[config.mk]
export PLATFORM = sky130hd
export DESIGN_NAME = core_rst_irq_ctrl
export DESIGN_NICKNAME = d
export VERILOG_FILES = /design/src/rtl/rst_ctrl_pkg.sv /design/src/rtl/rst_irq_sync.sv /design/src/rtl/core_rst_irq_ctrl.sv
export SDC_FILE = /design/constraint.sdc
export NUM_CORES = 1
export LEC_CHECK = 0
export ABC_CLOCK_PERIOD_IN_PS = 2500
export BUFFER_PORTS_ARGS = -buffer_cell sky130_fd_sc_hd__buf_4
export CAP_MARGIN = 0
export CORE_MARGIN = 1.5
export CORE_UTILIZATION = 40
export DETAILED_ROUTE_END_ITERATION = 12
export PLACE_DENSITY = 0.7
export SLEW_MARGIN = 20
export SYNTH_ARGS = -nofsm -noshare
export SYNTH_HDL_FRONTEND = slang
export SYNTH_SLANG_ARGS = --single-unit
export TNS_END_PERCENT = 20
[constraint.sdc]
create_clock -name clk -period 2.5 [get_ports clk]
set_input_delay 0.5 -clock clk [delete_from_list [all_inputs] [get_ports clk]]
set_output_delay 0.5 -clock clk [all_outputs]
set_load 0.02 [all_outputs]
[src/rtl/rst_ctrl_pkg.sv]
// Shared types and defaults for the core reset sequencer and interrupt conditioner.
package rst_ctrl_pkg;

    typedef enum logic [1:0] {
        HOLD = 2'd0,
        RUN  = 2'd1,
        NDM  = 2'd2
    } rst_state_e;

    localparam int DefaultNumSources      = 2;
    localparam int DefaultSyncStages      = 2;
    localparam int DefaultResetHoldCycles = 16;
    localparam int DefaultCountWidth      = 8;

endpackage

[src/rtl/rst_irq_sync.sv]
// Single-bit multi-stage synchroniser for one asynchronous interrupt line.
module rst_irq_sync #(
    parameter int SyncStages = 2
) (
    input  logic clk,
    input  logic rst_n,
    input  logic d,
    output logic q
);

    logic [SyncStages-1:0] stages;

    always_ff @(posedge clk or negedge rst_n) begin
        if (!rst_n) begin
            stages <= '0;
        end else begin
            stages <= {stages[SyncStages-2:0], d};
        end
    end

    assign q = stages[SyncStages-1];

endmodule

[src/rtl/core_rst_irq_ctrl.sv]
// Core/peripheral reset sequencer with held release, plus per-line
// interrupt synchronisation and level/edge conditioning gated by RUN.
module core_rst_irq_ctrl
    import rst_ctrl_pkg::*;
#(
    parameter int                     NumSources      = DefaultNumSources,
    parameter logic [NumSources-1:0]  IrqEdgeMask     = '0,
    parameter int                     SyncStages      = DefaultSyncStages,
    parameter int                     ResetHoldCycles = DefaultResetHoldCycles,
    parameter int                     CountWidth      = DefaultCountWidth
) (
    input  logic                   clk,
    input  logic                   rst_n,
    input  logic                   test_en,
    input  logic                   debug_ndreset,
    input  logic [NumSources-1:0]  irq_sources,
    output logic [NumSources-1:0]  core_irq,
    output logic                   core_rst_n,
    output logic                   ndmreset_n,
    output logic                   core_running,
    output logic [CountWidth-1:0]  ndm_count
);

    localparam int CntW = (ResetHoldCycles > 1) ? $clog2(ResetHoldCycles) : 1;
    localparam logic [CntW-1:0] HoldLast = CntW'(ResetHoldCycles - 1);

    rst_state_e            state;
    rst_state_e            next_state;
    logic [CntW-1:0]       hold_cnt;
    logic                  core_rst_q;
    logic                  ndmreset_q;
    logic [NumSources-1:0] irq_sync;
    logic [NumSources-1:0] irq_prev;
    logic [NumSources-1:0] irq_cond;

    always_comb begin
        next_state = state;
        unique case (state)
            HOLD: begin
                if (debug_ndreset)          next_state = NDM;
                else if (hold_cnt == HoldLast) next_state = RUN;
            end
            RUN:     if (debug_ndreset) next_state = NDM;
            NDM:     if (!debug_ndreset) next_state = HOLD;
            default: next_state = HOLD;
        endcase
    end

    // Counter only advances while staying in HOLD, so any entry into HOLD starts a full hold.
    always_ff @(posedge clk or negedge rst_n) begin
        if (!rst_n) begin
            state        <= HOLD;
            hold_cnt     <= '0;
            core_rst_q   <= 1'b0;
            ndmreset_q   <= 1'b0;
            core_running <= 1'b0;
            ndm_count    <= '0;
            irq_prev     <= '0;
            core_irq     <= '0;
        end else begin
            state        <= next_state;
            hold_cnt     <= (state == HOLD && next_state == HOLD) ? hold_cnt + CntW'(1) : '0;
            core_rst_q   <= (next_state == RUN);
            ndmreset_q   <= (next_state == RUN);
            core_running <= (next_state == RUN);
            if (next_state == NDM && state != NDM && ndm_count != '1) begin
                ndm_count <= ndm_count + CountWidth'(1);
            end
            irq_prev     <= irq_sync;
            core_irq     <= irq_cond & {NumSources{next_state == RUN}};
        end
    end

    for (genvar i = 0; i < NumSources; i++) begin : g_irq
        rst_irq_sync #(
            .SyncStages(SyncStages)
        ) u_sync (
            .clk  (clk),
            .rst_n(rst_n),
            .d    (irq_sources[i]),
            .q    (irq_sync[i])
        );
        assign irq_cond[i] = IrqEdgeMask[i] ? (irq_sync[i] & ~irq_prev[i]) : irq_sync[i];
    end

    // DFT bypass hands reset control straight to the board reset.
    assign core_rst_n = test_en ? rst_n : core_rst_q;
    assign ndmreset_n = test_en ? rst_n : ndmreset_q;

endmodule
==> key figures <==
Floorplanning
  • Num rows: 16
  • Die extent in x: around 49 um
  • Boundary Pins: 19
  • Die height: slightly below 50 um
  • Starting Density: between 40% and 50%
  • Die footprint: roughly 2400 um^2
  • Core Box Area: roughly 2000 um^2

GRT
  • Vias in the first global route: between 500 and 600
  • First-pass GRT wire length: 2190 um
  • Initial antenna violation count: 0
  • Total congestion overflow: 0
  • Pin count of the biggest net entering global routing: 23
  • Gr usage total: roughly an eighth

Clocking
  • Clk pin slew, worst setup/hold paths: between 0.1 and 0.15 ns
  • Number of instances resized during post-cts repair: 0
  • H-tree Lvls: 1
  • TritonCTS Sinks: 21
  • Inserted Clock Buffers: 3
  • CTS tree: done
  • Clk buf depth: 2
  • Worst skew pair latency: 0.29 ns
  • Root Driver: clkbuf_4
  • Hold Buf Count CTS: 0
  • Post-CTS Setup Bufs: 0

Synthesis
  • Synth Cell Area: ~850 um^2
  • Main flop type after synthesis: dfrtp_1
  • YS warnings: 0
  • Seq cells post-synth: 21
  • Syn_nets: 74
  • Synth Instances: between 60 and 70
  • Post-synthesis simple-gate area fraction: 19.2%
  • Post-synthesis adder-cell area fraction: 2.93%
  • Post-Synth XOR/XNOR Area: roughly 4%
  • Largest family of logic cells by synthesized area: simple AND/OR/NAND/NOR gates
  • Top cells by area, synth: dfrtp_1, mux2_2, xnor2_1, ha_1, nand3_1
  • Cell variety after synth: 25
  • Post-synth ARST share: 100%
  • Seq/Total Area, Yosys: about three fifths
  • EDFF count, synth: 0
  • Mux contribution to synthesized area: between 5 and 6%
  • Post-synth top area cell: dfrtp_1
  • Synthesized area per cell: around 13 um^2
  • Post-synthesis compound-gate area fraction: between 5 and 6%
  • Share of the synthesized area in the top cell type: 61.6%

Pwr
  • LEAKAGE: 0.498 nW
  • Clk pwr share: ~18%
  • NetSw: about 300 uW
  • Sequential share of power: between 50 and 60%
  • Total power: 891 uW
  • Power Density: 855 nW/um^2
  • Pint: around 590 uW
  • Peak supply drop: 0.414 mV
  • Combinational Power Share: roughly 30%
  • Sw frac: 34.0%

Critical path
  • R2R Path End: ndm_count[6]$_DFFE_PN0P_
  • Critical path class: input pin to output pin
  • Startpoint types: input pin
  • Worst endpoint data arrival time: around 1.2 ns
  • Critical Path Start: rst_n
  • R2R Setup Slk: 0.92 ns
  • FF-to-FF path depth: 5
  • CP required: 2.00 ns
  • RR Startpoint: ndm_count[0]$_DFFE_PN0P_
  • Worst Path Max Fanout: 22
  • Worst setup EP type: output pin

Job
  • Max Cap Violations: 0

STA
  • Final setup viols: 0
  • Slew Limit Fails: 0
  • Relative slew slack: 80.5%
  • Period utilization: 66.8%
  • RSZ-0062 raised after global routing: false
  • Final min period: ~1.7 ns
  • Peak Freq: around 0.6 GHz
  • Clock Skews: approximately 0.0018 ns
  • Fin. Hold Viols: 0
  • Setup TNS: 0 ns
  • WHS: 0.0615 ns
  • Slew @ Worst Pin: just under 0.3 ns
  • Setup ws final: a little over 0.8 ns

Layout
  • Area Overhead vs Synth: 22.1%
  • Most common cell after layout, fill and taps aside: dfrtp_1
  • Ant. Diodes: 0
  • Most frequent cells in the layout: dfrtp_1, buf_4, nor2_1, nand2_1, nand3_1
  • Share of cells above drive strength 1: about a third
  • Post-layout util: a little over half
  • Final Cell Area: approximately 1000 um^2
  • Non-filler cells, final: about 110
  • Nets: 96

Place
  • Dpl hpwl: roughly 900 um
  • Routability cong.: between 0.7 and 0.8
  • Post-Place Setup Slack: between 0.8 and 0.9 ns
  • IO buf count: 18
  • Placed Cells incl. Taps: 110
  • Post-DP Area: ~1000 um^2

Drt
  • Routed Antenna Nets: 0
  • Pre-antenna DRT Iters: 2
  • Routed vias/inst: roughly 4.6
  • Starting DRT DRC Count: 4
  • Final wirelength: ~1200 um
  • DRC errors left: 0
  • Via count: around 530
  • Routed len/inst: ~11 um

Min path
  • Hold WC Path Type: input pin to asynchronous set/reset pin

Status
  • Status: completed
==> registers in the layout, indices dropped and copies added, names as in the netlist <==
register,flops
ndmreset_q,1
g_irq.u_sync.stages,4
state,2
hold_cnt,4
core_irq,2
ndm_count,8
==> metal layers <==
| layer | GRT usage [%] | part of all wire [%] |
|---|---|---|
| met5 | 0 | 0 |
| met3 | 1.84 | 4.2 |
| met2 | 19.4 | 45 |
| met4 | 10.0 | 3.5 |
| met1 | 14.6 | 47 |
==> power groups by stage <==
stage / combinational [mW] / clock, mW / sequential [mW]
3_5_place_dp: 0.269 / 0 / 0.476
4_1_cts: 0.270 / 0.164 / 0.470
5_1_grt: 0.291 / 0.175 / 0.483
3_3_place_gp: 0.267 / 0 / 0.477
6_report: 0.266 / 0.156 / 0.469
2_1_floorplan: 0.0960 / 0 / 0.528
==> how the worst max path moves through the flow <==
stage,cells past startpoint,end
after floorplan,5,ndm_count[6]$_DFFE_PN0P_
after global placement,3,ndmreset_n
after detailed placement,3,core_rst_n
after CTS,3,core_rst_n
after global routing,3,core_rst_n
final,3,core_rst_n
==> Yosys cell counts (all sizes together), types with 3 or more instances <==
library cell and n:
xnor2 3, nor2 4, nand2 4, mux2 4, nand3 5, dfrtp 21
==> cell type report <==
cell class	count	area [um^2]
fill	177	940
sequential	21	526
multi-input combinational	44	320
timing repair buffer	18	135
tap	27	33.8
clock buffer	3	22.5
clock inverter	1	5.00
==> cells by family after synthesis <==
kind of cell	Yosys count
fa+ha+maj	2
compound gates	7
flops	21
xor+xnor	4
buf+inv	1
simple gates	27
mux	4
==> critical path, cell delays in order <==
cell	delay, ns
buf_4	0.20
mux2_2	0.31
buf_4	0.16
Power figures use the tool's default switching activity.
